==> src/rtl/raymarch_pkg.sv <==
// Shared types for the ray-march video path: pixel colour, per-pixel raster
// tags carried through the output buffer, and default raster geometry.
package raymarch_pkg;

    localparam int DEFAULT_H_RES = 640;
    localparam int DEFAULT_V_RES = 480;

    typedef struct packed {
        logic [7:0] r;
        logic [7:0] g;
        logic [7:0] b;
    } rgb888_t;

    // One buffered pixel: colour plus start-of-frame, end-of-line and
    // "belongs to the last line" markers captured when the pixel was accepted.
    typedef struct packed {
        rgb888_t rgb;
        logic    sof;
        logic    eol;
        logic    last_line;
    } pix_tag_t;

    localparam int PIX_TAG_W = $bits(pix_tag_t);

    // Map a colour to the 32-bit video beat layout {pad, r, g, b}.
    function automatic logic [31:0] rgb_to_tdata(input rgb888_t p);
        return {8'h00, p.r, p.g, p.b};
    endfunction

endpackage

==> src/rtl/pixel_stream_packer_if.sv <==
// Handshake bundles around the packer: the upstream pixel stream from the
// shading stage and the AXI4-Stream video output with its frame_done sideband.

interface pix_in_if;
    import raymarch_pkg::*;

    logic    frame_sync;
    logic    pix_valid;
    logic    pix_ready;
    rgb888_t pix_rgb;

    // Producer side (shading stage).
    modport master (
        output frame_sync,
        output pix_valid,
        output pix_rgb,
        input  pix_ready
    );

    // Consumer side (packer).
    modport slave (
        input  frame_sync,
        input  pix_valid,
        input  pix_rgb,
        output pix_ready
    );
endinterface

interface axis_video_if;
    logic        tvalid;
    logic        tready;
    logic [31:0] tdata;
    logic        tuser;
    logic        tlast;
    logic        frame_done;

    // Beat source (packer).
    modport master (
        output tvalid,
        output tdata,
        output tuser,
        output tlast,
        output frame_done,
        input  tready
    );

    // Beat sink (VDMA / frame writer).
    modport slave (
        input  tvalid,
        input  tdata,
        input  tuser,
        input  tlast,
        input  frame_done,
        output tready
    );
endinterface

==> src/rtl/pixel_fifo.sv <==
// Small synchronous first-word-fall-through FIFO. The head entry is held in
// its own register so the output never depends combinationally on the write
// side; storage is a plain array written on push and read on a clock edge.
module pixel_fifo #(
    parameter int WIDTH = 27,
    parameter int DEPTH = 4,
    localparam int AW   = $clog2(DEPTH)
) (
    input  logic             clk,
    input  logic             rst_n,
    input  logic             push,
    input  logic [WIDTH-1:0] din,
    input  logic             pop,
    output logic [WIDTH-1:0] dout,
    output logic             full,
    output logic             empty
);

    logic [WIDTH-1:0] mem [DEPTH];
    logic [AW-1:0]    wr_ptr_reg;
    logic [AW-1:0]    rd_ptr_reg;
    logic [AW-1:0]    rd_ptr_next;
    logic [AW:0]      count_reg;
    logic [WIDTH-1:0] dout_reg;
    logic             push_en;
    logic             pop_en;

    assign full        = (count_reg == (AW+1)'(DEPTH));
    assign empty       = (count_reg == '0);
    // Pushes are refused when full even if a pop happens in the same cycle.
    assign push_en     = push & ~full;
    assign pop_en      = pop & ~empty;
    assign rd_ptr_next = rd_ptr_reg + AW'(1);
    assign dout        = dout_reg;

    // Storage write; no reset so it can map onto RAM.
    always_ff @(posedge clk) begin
        if (push_en) begin
            mem[wr_ptr_reg] <= din;
        end
    end

    // Pointers and occupancy.
    always_ff @(posedge clk or negedge rst_n) begin
        if (!rst_n) begin
            wr_ptr_reg <= '0;
            rd_ptr_reg <= '0;
            count_reg  <= '0;
        end else begin
            if (push_en) begin
                wr_ptr_reg <= wr_ptr_reg + AW'(1);
            end
            if (pop_en) begin
                rd_ptr_reg <= rd_ptr_next;
            end
            case ({push_en, pop_en})
                2'b10:   count_reg <= count_reg + (AW+1)'(1);
                2'b01:   count_reg <= count_reg - (AW+1)'(1);
                default: count_reg <= count_reg;
            endcase
        end
    end

    // Head register: loads the incoming word when it becomes the new head
    // (empty FIFO, or the only entry is leaving), otherwise the next stored word.
    always_ff @(posedge clk or negedge rst_n) begin
        if (!rst_n) begin
            dout_reg <= '0;
        end else if (push_en && (empty || (pop_en && count_reg == (AW+1)'(1)))) begin
            dout_reg <= din;
        end else if (pop_en) begin
            dout_reg <= mem[rd_ptr_next];
        end
    end

endmodule

==> src/rtl/pixel_stream_packer.sv <==
// Packs shaded RGB888 pixels into 32-bit AXI4-Stream video beats. Pixels are
// tagged with frame/line markers from raster counters at the input, buffered
// so downstream backpressure only stalls the shader when the buffer is full.
module pixel_stream_packer
    import raymarch_pkg::*;
#(
    parameter int H_RES      = DEFAULT_H_RES,
    parameter int V_RES      = DEFAULT_V_RES,
    parameter int FIFO_DEPTH = 4
) (
    input  logic         clk,
    input  logic         rst_n,
    pix_in_if.slave      pix,
    axis_video_if.master m_axis
);

    localparam int XW = $clog2(H_RES);
    localparam int YW = (V_RES > 1) ? $clog2(V_RES) : 1;
    localparam logic [XW-1:0] X_LAST = XW'(H_RES - 1);
    localparam logic [YW-1:0] Y_LAST = YW'(V_RES - 1);

    logic [XW-1:0] x_reg, x_next;
    logic [YW-1:0] y_reg, y_next;
    logic          run_reg;
    logic          frame_done_reg;
    logic          accept;
    logic          pop;
    logic          fifo_full;
    logic          fifo_empty;
    pix_tag_t      in_tag;
    pix_tag_t      head_tag;

    // run_reg keeps pix_ready low until the first edge after reset release.
    assign pix.pix_ready = run_reg & ~fifo_full;
    assign accept        = pix.pix_valid & pix.pix_ready;
    assign pop           = m_axis.tvalid & m_axis.tready;

    // Tag the incoming pixel with the current (pre-advance) raster position.
    always_comb begin
        in_tag.rgb       = pix.pix_rgb;
        in_tag.sof       = (x_reg == '0) && (y_reg == '0);
        in_tag.eol       = (x_reg == X_LAST);
        in_tag.last_line = (y_reg == Y_LAST);
    end

    // Raster advance; a frame_sync restart wins over an advance.
    always_comb begin
        x_next = x_reg;
        y_next = y_reg;
        if (pix.frame_sync) begin
            x_next = '0;
            y_next = '0;
        end else if (accept) begin
            if (x_reg == X_LAST) begin
                x_next = '0;
                y_next = (y_reg == Y_LAST) ? '0 : y_reg + YW'(1);
            end else begin
                x_next = x_reg + XW'(1);
            end
        end
    end

    // Raster counter and run-enable registers.
    always_ff @(posedge clk or negedge rst_n) begin
        if (!rst_n) begin
            x_reg   <= '0;
            y_reg   <= '0;
            run_reg <= 1'b0;
        end else begin
            x_reg   <= x_next;
            y_reg   <= y_next;
            run_reg <= 1'b1;
        end
    end

    pixel_fifo #(
        .WIDTH (PIX_TAG_W),
        .DEPTH (FIFO_DEPTH)
    ) u_fifo (
        .clk   (clk),
        .rst_n (rst_n),
        .push  (accept),
        .din   (in_tag),
        .pop   (pop),
        .dout  (head_tag),
        .full  (fifo_full),
        .empty (fifo_empty)
    );

    assign m_axis.tvalid     = ~fifo_empty;
    assign m_axis.tdata      = rgb_to_tdata(head_tag.rgb);
    assign m_axis.tuser      = head_tag.sof;
    assign m_axis.tlast      = head_tag.eol;
    assign m_axis.frame_done = frame_done_reg;

    // Pulse once the final pixel of the frame has left toward the frame writer.
    always_ff @(posedge clk or negedge rst_n) begin
        if (!rst_n) begin
            frame_done_reg <= 1'b0;
        end else begin
            frame_done_reg <= pop & head_tag.eol & head_tag.last_line;
        end
    end

endmodule

==> src/flat_wrapper.sv <==
// flat-port wrapper written by rule: the top's interface ports become plain ports
module pixel_stream_packer_flat import raymarch_pkg::*;
#(
    parameter int H_RES      = DEFAULT_H_RES,
    parameter int V_RES      = DEFAULT_V_RES,
    parameter int FIFO_DEPTH = 4
)
  (clk, rst_n, pix_frame_sync, pix_pix_valid, pix_pix_rgb, pix_pix_ready, m_axis_tvalid, m_axis_tdata, m_axis_tuser, m_axis_tlast, m_axis_frame_done, m_axis_tready);
  pix_in_if pix_i ();
  axis_video_if m_axis_i ();
  input  logic clk;
  input  logic rst_n;
  input wire logic [$bits(pix_i.frame_sync)-1:0] pix_frame_sync;
  input wire logic [$bits(pix_i.pix_valid)-1:0] pix_pix_valid;
  input wire logic [$bits(pix_i.pix_rgb)-1:0] pix_pix_rgb;
  output wire logic [$bits(pix_i.pix_ready)-1:0] pix_pix_ready;
  output wire logic [$bits(m_axis_i.tvalid)-1:0] m_axis_tvalid;
  output wire logic [$bits(m_axis_i.tdata)-1:0] m_axis_tdata;
  output wire logic [$bits(m_axis_i.tuser)-1:0] m_axis_tuser;
  output wire logic [$bits(m_axis_i.tlast)-1:0] m_axis_tlast;
  output wire logic [$bits(m_axis_i.frame_done)-1:0] m_axis_frame_done;
  input wire logic [$bits(m_axis_i.tready)-1:0] m_axis_tready;
  assign pix_i.frame_sync = pix_frame_sync;
  assign pix_i.pix_valid = pix_pix_valid;
  assign pix_i.pix_rgb = pix_pix_rgb;
  assign pix_pix_ready = pix_i.pix_ready;
  assign m_axis_tvalid = m_axis_i.tvalid;
  assign m_axis_tdata = m_axis_i.tdata;
  assign m_axis_tuser = m_axis_i.tuser;
  assign m_axis_tlast = m_axis_i.tlast;
  assign m_axis_frame_done = m_axis_i.frame_done;
  assign m_axis_i.tready = m_axis_tready;
  pixel_stream_packer #(.H_RES(H_RES), .V_RES(V_RES), .FIFO_DEPTH(FIFO_DEPTH)) u_core (.clk(clk), .rst_n(rst_n), .pix(pix_i), .m_axis(m_axis_i));
endmodule
==> config.mk <==
export PLATFORM = sky130hd
export DESIGN_NAME = pixel_stream_packer_flat
export DESIGN_NICKNAME = d
export VERILOG_FILES = /design/src/rtl/raymarch_pkg.sv /design/src/rtl/pixel_stream_packer_if.sv /design/src/rtl/pixel_fifo.sv /design/src/rtl/pixel_stream_packer.sv /design/src/flat_wrapper.sv
export SDC_FILE = /design/constraint.sdc
export NUM_CORES = 1
export LEC_CHECK = 0
export BUFFER_PORTS_ARGS = -buffer_cell sky130_fd_sc_hd__buf_2
export CAP_MARGIN = 15
export CORE_MARGIN = 5
export CORE_UTILIZATION = 45
export CTS_BUF_LIST = sky130_fd_sc_hd__clkbuf_8 sky130_fd_sc_hd__clkbuf_16
export DETAILED_ROUTE_END_ITERATION = 7
export PLACE_DENSITY_LB_ADDON = 0.3
export RECOVER_POWER = 50
export SLEW_MARGIN = 10
export SYNTH_ARGS = -nofsm -noshare
export SYNTH_HDL_FRONTEND = slang
export SYNTH_HIERARCHICAL = 1
export SYNTH_SLANG_ARGS = --single-unit
==> constraint.sdc <==
create_clock -name clk -period 3.85 [get_ports clk]
set_clock_uncertainty 0.15 [all_clocks]
set_input_delay 0.77 -clock clk [delete_from_list [all_inputs] [get_ports clk]]
set_output_delay 0.77 -clock clk [all_outputs]
set_load 0.05 [all_outputs]
# [After elaboration in Yosys (flattened, before gate mapping)]
# Memories as Yosys holds them, arrays and structs flattened.
# Index checks and enable logic that the tools add are counted.
[classes] add_sub_neg=6 eq_ne=6 muxes=12 n_bitwise=9 reduce_logical=12
[ops] cell="$mux W27" n=2
[ops] cell="$mux W9" n=4
[ops] cell="$mux W10" n=3
[ops] cell="$add A10 B1 Y10 const B" n=1
[ops] cell="$eq A10 B10 Y1 const B" n=1
[ops] cell="$logic_not A10 Y1" n=1
[ops] cell="$add A9 B1 Y9 const B" n=1
[ops] cell="$eq A9 B9 Y1 const B" n=1
[ops] cell="$logic_not A9 Y1" n=1
[ops] cell="$reduce_bool A2 Y1" n=4
[ops] cell="$and A1 B1 Y1" n=7
[ops] cell="$pmux W3 S2" n=1
[ops] cell="$add A2 B1 Y2 const B" n=2
[ops] cell="$add A3 B1 Y3 const B" n=1
[ops] cell="$eq A3 B1 Y1 const B" n=1
[ops] cell="$eq A3 B3 Y1 const B" n=1
[ops] cell="$logic_and A1 B1 Y1" n=3
[ops] cell="$logic_not A3 Y1" n=1
[ops] cell="$sub A3 B1 Y3 const B" n=1
[ops] cell="$eq A2 B1 Y1 const B" n=1
[ops] cell="$eq A2 B2 Y1 const B" n=1
[ops] cell="$mux W1" n=2
[ops] cell="$not A1 Y1" n=2
[ops] cell="$reduce_and A2 Y1" n=1
[ops] cell="$logic_or A1 B1 Y1" n=1
[totals] register_bits=55 ramBits=108 in_bits=29 out_inout_bits=37 wordCells=54 n_memories=1
[memory_table] name="u_core.u_fifo.mem" words=4 word_bits=27 read_ports=1 rd_clocked_by_memory_dff=0 wr=1 line_no="pixel_fifo.sv:19" source="logic [WIDTH-1:0] mem [DEPTH];"

# [Longest topological paths before layout]
# Gate-level depths: netlist (run 1).
[depth] word_depth=8 mapped_depth=12 depth_no_buf=11

# [Cells and area by module]
# The synthesis (run 1) kept the hierarchy.
[modules_own_cells] mod="pixel_fifo" n_inst=1 cells_per_inst=346 area_each_um2=5967.0 seq_area_each_um2=4093.9
[modules_own_cells] mod="pixel_stream_packer" n_inst=1 cells_per_inst=143 area_each_um2=1239.9 seq_area_each_um2=525.5

# [Worst setup path after synthesis (run 1)]
# Ideal clock, no wire load.
[synth_timing] kind="register -> register" from="reg u_core.u_fifo.count_reg[0]" to="mem u_core.u_fifo.mem[0][0] (enable)" setup_time_ps=386 arrival_time_ps=2451 setup_slack_ps=862 path_stages_with_launch=8 period_less_slack_ps=2988 path_cell_list="dfrtp_1 inv_1 ha_1 and2_2 nand3b_1 clkinv_1 a21boi_1 and2_1"
[synth_between] elab_chain_cells=7
[synth_rtl] item="from (decl)" line_no="pixel_fifo.sv:23" source="logic [AW:0] count_reg;"
[synth_rtl] item="from (signal assigned)" line_no="pixel_fifo.sv:57" source="2'b10: count_reg <= count_reg + (AW+1)'(1);"
[synth_rtl] item="from (signal assigned)" line_no="pixel_fifo.sv:58" source="2'b01: count_reg <= count_reg - (AW+1)'(1);"
[synth_rtl] item="from (signal assigned)" line_no="pixel_fifo.sv:59" source="default: count_reg <= count_reg;"
[synth_rtl] item="$eq A3 B3 Y1" line_no="pixel_fifo.sv:28" source="assign full = (count_reg == (AW+1)'(DEPTH));"
[synth_rtl] item="net u_core.fifo_full" line_no="pixel_stream_packer.sv:28" source="logic fifo_full;"
[synth_rtl] item="$not A1 Y1" line_no="pixel_stream_packer.sv:34" source="assign pix.pix_ready = run_reg & ~fifo_full;"
[synth_rtl] item="$and A1 B1 Y1" line_no="pixel_stream_packer.sv:34"
[synth_rtl] item="$and A1 B1 Y1" line_no="pixel_stream_packer.sv:35" source="assign accept = pix.pix_valid & pix.pix_ready;"
[synth_rtl] item="net u_core.accept" line_no="pixel_stream_packer.sv:26" source="logic accept;"
[synth_rtl] item="$and A1 B1 Y1" line_no="pixel_fifo.sv:31" source="assign push_en = push & ~full;"
[synth_rtl] item="$mux W1" line_no="pixel_fifo.sv:38" source="if (push_en) begin"
[synth_rtl] item="$mux W1 (not written as such)" line_no="pixel_fifo.sv:39" source="mem[wr_ptr_reg] <= din;"
[synth_rtl] item="to (decl)" line_no="pixel_fifo.sv:19"
# The timed path passes the listed nets, and every way through them passes these cells.

# [Worst setup path after layout (run 1)]
[layout_timing] from="reg u_core.u_fifo.count_reg[0]" to="mem u_core.u_fifo.mem[0][18] (enable)"
# Same word-level chain as after synthesis.

==> results of run 1 <==
-- critical path, delay by kind of cell (launching register included) --
family,cells,cell delay (ns)
flip-flops,1,0.41
AND/OR/NAND/NOR,3,0.73
AO/OA/AOI/OAI,1,0.47
adder cells (fa/ha/maj),1,0.28
buffers and inverters,3,0.72
-- cell families after synthesis --
group                    Yosys count  share of synthesized area
AO/OA/AOI/OAI                    110                     0.0918
XOR/XNOR                          10                     0.0122
adder cells (fa/ha/maj)           13                     0.0226
buffers and inverters             57                     0.0488
flip-flops                       163                      0.641
multiplexers                      29                     0.0872
other                              2                    0.00104
AND/OR/NAND/NOR                  105                     0.0955
-- layout by cell type (no fill, tap or decap), types with 6 or more instances in the layout --
cell type  count
a211oi_1      27
a21oi_1       13
a31oi_1       28
buf_2         15
buf_4         11
clkbuf_1      43
clkbuf_16     17
conb_1         9
dfrtp_1       54
edfxtp_1     108
ha_1          13
inv_1         16
mux4_2        27
nand2_1       15
nand3_1        9
nor2_1         9
o21ai_0       38
or3_1          6
or3b_1        29
-- how the worst min path moves through the flow --
| stage | start | endpoint | cells past startpoint |
|---|---|---|---|
| final | u_core/u_fifo/count_reg[1] | u_core/u_fifo/count_reg[1] | 2 |
| after detailed placement | u_core/u_fifo/count_reg[1] | u_core/u_fifo/count_reg[1] | 2 |
| after global routing | u_core/u_fifo/count_reg[2] | u_core/u_fifo/count_reg[2] | 1 |
| after floorplan | rst_n | u_core/m_axis.frame_done | 0 |
| after CTS | rst_n | u_core/x_reg[3] | 1 |
| after global placement | u_core/u_fifo/count_reg[1] | u_core/u_fifo/count_reg[1] | 2 |
-- metal layers --
metal	part of all wire	vias to the layer above
li1	-	2004
met1	0.42	2134
met2	0.50	109
met3	0.063	25
met4	0.024	0
met5	0	-
-- power breakdown --
group	leakage (nW)	total, mW	switching, mW	internal, mW
registers	1.64	2.47	0.275	2.20
logic	0.887	2.03	1.34	0.689
clock network	0.266	1.52	0.666	0.854
-- area by class of cell --
cell class,instances,area share
sequential,163,0.571
clock inverter,13,0.0105
timing repair buffer,70,0.0401
inverter,16,0.00742
tap,216,0.0334
multi-input combinational,276,0.281
clock buffer,19,0.0560
-- stage by stage --
step                instance area (sq um)  utilization  hold slack, ns  instances  worst slack (ns)
floorplan                            7230            -           0.324        496             0.862
global placement                     7610        0.483           0.344        741             0.885
detailed placement                   7610        0.483           0.373        741             0.758
CTS                                  8150        0.517           0.330        773             0.717
global route                         8090        0.513           0.421        773             0.488
finish                               8090        0.513           0.385        773             0.736
==> reports/results.ini, run 1 <==
[clocking]
clock_path_buffers=2
cts_tree=yes
clock_sinks=163
cts_setup_buffers=0
cts_buffers=17
ctsResizeCount=0
hold_buffers=0
clk_pin_slew_worst_paths_ns=0.06
insertion_delay_ns=0.42
htree_levels=4
clockRootBuffer=clkbuf_16

[status]
outcome=complete, but fails checks
failed_checks=capacitance limit, slew limit

[routing]
drt-pass1-iter-count=4
post_drt_wl_per_cell_um=18.8
drt-total-wl_um=14500
drc_errors=0
drtAntennaViolNets=0
drt-initial-drc-count=293
vias=4272
routed_via_density=5.53

[setup_path]
crit_type=flip-flop to flip-flop
end_kind=flip-flop
arrival_ns=3.04
reg2reg_from=u_core/u_fifo/count_reg[0]
cp.required_ns=3.77
crit_fanout=27
slowest_delay_ns=0.47
crit_start=u_core/u_fifo/count_reg[0]
cp-endpoint=u_core/u_fifo/mem[0][18]
cp-start-kind=flip-flop
timing.rr.end=u_core/u_fifo/mem[0][18]
worst_path_max_delay_cell=a21boi_1
cp_cell_sequence=inv_1 > ha_1 > and2_2 > nand3b_1 > clkinv_1 > a21boi_1 > and2_1 > buf_4
r2r_cells=8
r2r_setup_slack_ns=0.74

[grt]
grtUsageMet1=0.213
grt_use_total=0.164
grt_busiest_layer=met2
grt_max_degree=55
grt.overflow.total=0
grt.met2_usage=0.266
grt_util_met3=0.0393
antenna_found_initial=0
grt_pass1_wl_um=23200
grt_pass1_vias=4353

[layout]
drive_gt1_frac=0.160
ff_latch_area_sq_um=4620
diodes=0
areaGrowthSynthToFinish_pct=12.2
largest_reg_flops=108
fillCellCount=1382
multi_input_area_sq_um=2280
final_nets=586

[die]
core_sq_um=15800
dieArea_sq_um=18600
rows=46
die_h_um=137
ios=66
fp.dieW_um=137
start_util=0.457

[timing]
timing.final.max_slew_violations=37
worstMarginPinSlew_ns=2.00
slew_headroom=-0.336
finalSetupTns_ns=0
max_freq_mhz=321
rsz0062_at_grt=false
min_period_ns=3.11
hold_viol_final=0
period_share=0.809
setup_violations=0

[logic_synthesis]
ys_ff_latch=163
synth_top_flop_cell=edfxtp_1
synthCells=489
synth-edff-count=108
synth_seq_area_share=0.641
synth_commonest_cells=edfxtp_1, dfrtp_1, o21ai_0, or3b_1, a31oi_1
yosysTopAreaCell=edfxtp_1
yosysWarnings=6
synth_most_common_cell=edfxtp_1
synth-async-reset-ratio=0.337
ys_types=46
synthTopCellsByArea=edfxtp_1, dfrtp_1, mux4_2
synth_area_sq_um=7210
syn_avg_cell_area_sq_um=14.7
synth.top_cell.area_share=0.450

[power_and_ir_drop]
finalPower_mw=6.02
power.density_nw_per_um2=745
vdd_ir_drop_max_mv=0.397
p_leak_nw=2.79

[placement]
io_buffers=57
hpwlAfterDp_um=9040
routabilityCongestion=0.820

[worst_hold_path]
hold_path.class=flip-flop to flip-flop

[job]
drv_cap=1

No activity file was read; power rests on OpenSTA's default activity.
==> inputs of run 2 (changes only) <==
clock period = 2.5 ns   (was 3.85 ns; I/O delays follow)
==> reports/results.ini, run 2 (same netlist as run 1, synthesis figures left out) <==
[status]
outcome=finished clean

[timing]
layout_setup_ws_ns=0.142  ; -0.594 ns
min_period_ns=2.36  ; -0.756 ns
whs_ns=0.211  ; -0.174 ns
hold_viol_final=0  ; unchanged
worstMarginPinSlew_ns=1.36  ; -0.644 ns
max_freq_mhz=424  ; +32%
period_share=0.943  ; +0.134
setup_violations=0  ; unchanged
rsz0062_at_grt=false
timing.final.max_slew_violations=0  ; -100%
finalSetupTns_ns=0  ; unchanged
slew_headroom=0.0936  ; +0.429

[die]
core_sq_um=15800  ; unchanged
die_h_um=137  ; unchanged
ios=66  ; unchanged
dieArea_sq_um=18600  ; unchanged
start_util=0.457  ; unchanged
rows=46  ; unchanged
fp.dieW_um=137  ; unchanged

[routing]
drt-total-wl_um=14900  ; +2.7%
vias=4484  ; +5.0%
drtAntennaViolNets=0  ; unchanged
drt-initial-drc-count=351  ; +20%
routed_via_density=5.65  ; +2.2%
drt-pass1-iter-count=4  ; unchanged
drc_errors=0  ; unchanged
post_drt_wl_per_cell_um=18.8  ; about the same

[layout]
largest_reg_flops=108  ; unchanged
drive_gt1_frac=0.202  ; +0.0426
fillCellCount=1326  ; -4.1%
final_cells=794  ; +2.7%
final_cell_mix=edfxtp_1, dfrtp_1, clkbuf_1
final_nets=607  ; +3.6%
final_common_cell=edfxtp_1
diodes=0  ; unchanged
areaGrowthSynthToFinish_pct=18.1

[clocking]
htree_levels=4  ; unchanged
clockRootBuffer=clkbuf_16
clock_sinks=163  ; unchanged
clock_path_buffers=2  ; unchanged
clk_pin_slew_worst_paths_ns=0.07  ; about the same
cts_buffers=17  ; unchanged
cts_tree=yes
insertion_delay_ns=0.42  ; about the same

[power_and_ir_drop]
power.density_nw_per_um2=1180  ; +58%
p_leak_nw=2.98  ; +6.8%
vdd_ir_drop_max_mv=0.750  ; +89%
finalPower_mw=10.0  ; +67%

[setup_path]
crit_type=flip-flop to flip-flop
cp-start-kind=flip-flop
arrival_ns=2.54  ; -0.50 ns
r2r_cells=8  ; unchanged
timing.rr.end=u_core/x_reg[7]
end_kind=flip-flop
r2r_setup_slack_ns=0.14  ; -0.59 ns
crit_start=u_core/u_fifo/count_reg[1]
reg2reg_from=u_core/u_fifo/count_reg[1]
crit_fanout=7  ; -74%
cp_cell_sequence=inv_1 > ha_2 > and2_4 > nand3b_1 > buf_4 > or4_1 > or3_1 > a21oi_1
slowest_delay_ns=0.48  ; about the same
cp-endpoint=u_core/x_reg[7]
cp.required_ns=2.69  ; -1.08 ns
worst_path_max_delay_cell=or4_1

[grt]
grt_max_degree=56  ; +1.8%
grt_pass1_wl_um=24100  ; +4.2%
grt_pass1_vias=4598  ; +5.6%
grt.overflow.total=0  ; unchanged
grt_use_total=0.169  ; +0.00467
antenna_found_initial=0  ; unchanged

[placement]
routabilityCongestion=0.825  ; +0.60%
io_buffers=57  ; unchanged
hpwlAfterDp_um=9480  ; +4.9%
post-place-ws_ns=-0.0470  ; -0.805 ns
post-place-cells=759  ; +2.4%

[worst_hold_path]
hold_depth=1  ; -1
hold_path.class=input pin to flip-flop

[job]
drv_cap=0  ; -1

==> run 2: changes by cell type in the layout (fill, tap and decap cells not counted), moves of 4 or more <==
cell / change
and2_1: -4
and2_4: +5
bufinv_16: +4
buf_12: +9
buf_4: +11
==> run 2: layer usage <==
layer / vias up / GRT usage / routed length (um)
met1: 2292 / 0.224 / 6600
li1: 2047 / - / -
met3: 18 / 0.0305 / 611
met2: 127 / 0.277 / 7410
met5: - / 0 / 0
met4: 0 / 0.0677 / 266
==> run 2: critical path: cells and delay by family, from the launching register on <==
family                     cells  cell delay, ns
adders and majority gates      1            0.18
DFF                            1            0.37
and+or+nand+nor                4            1.13
AOI/OAI and AO/OA              1            0.15
buffers and inverters          2            0.28
==> run 2: metrics by stage <==
step           area, sq um  utilization
6_report              8510        0.540
5_1_grt               8510        0.540
4_1_cts               8550        0.542
3_5_place_dp          7890        0.500
3_3_place_gp          7890        0.500
2_1_floorplan         7260            -
==> run 2: repair_timing <==
action | in CTS | in global routing
pin swaps | 0 | 1
buffers inserted | 0 | 2
hold buffers | 1 | 0
hold endpoints to repair | 55 | 0
endpoints found under the setup margin | 3 | 17
gates resized for setup | 1 | 3
==> run 2: area by class of cell <==
cell class                 count  area (sq um)  share of cell area
sequential                   163          4620               0.543
multi-input combinational    276          2310               0.271
clock inverter                14           214              0.0251
inverter                      16          60.1             0.00706
timing repair buffer          91           599              0.0704
clock buffer                  18           439              0.0516
tap                          216           270              0.0318
==> run 2: worst min-delay path by stage <==
stage          slack, ns                  start                  endpoint
2_1_floorplan       0.05                  rst_n  u_core/m_axis.frame_done
5_1_grt             0.22        pix_pix_rgb[23]  u_core/u_fifo/mem[0][26]
3_5_place_dp        0.35  u_core/u_fifo/dout[0]  u_core/m_axis.frame_done
6_report            0.21         pix_pix_rgb[9]  u_core/u_fifo/mem[1][12]
3_3_place_gp        0.35  u_core/u_fifo/dout[0]  u_core/m_axis.frame_done
4_1_cts             0.13         pix_pix_rgb[4]   u_core/u_fifo/mem[3][7]
==> run 2: power by group <==
part | leakage [nW] | internal (mW) | switching [mW]
clock network | 0.318 | 1.74 | 1.12
registers | 1.64 | 3.38 | 0.300
logic | 1.03 | 1.25 | 2.25
total | 2.98 | 6.37 | 3.67
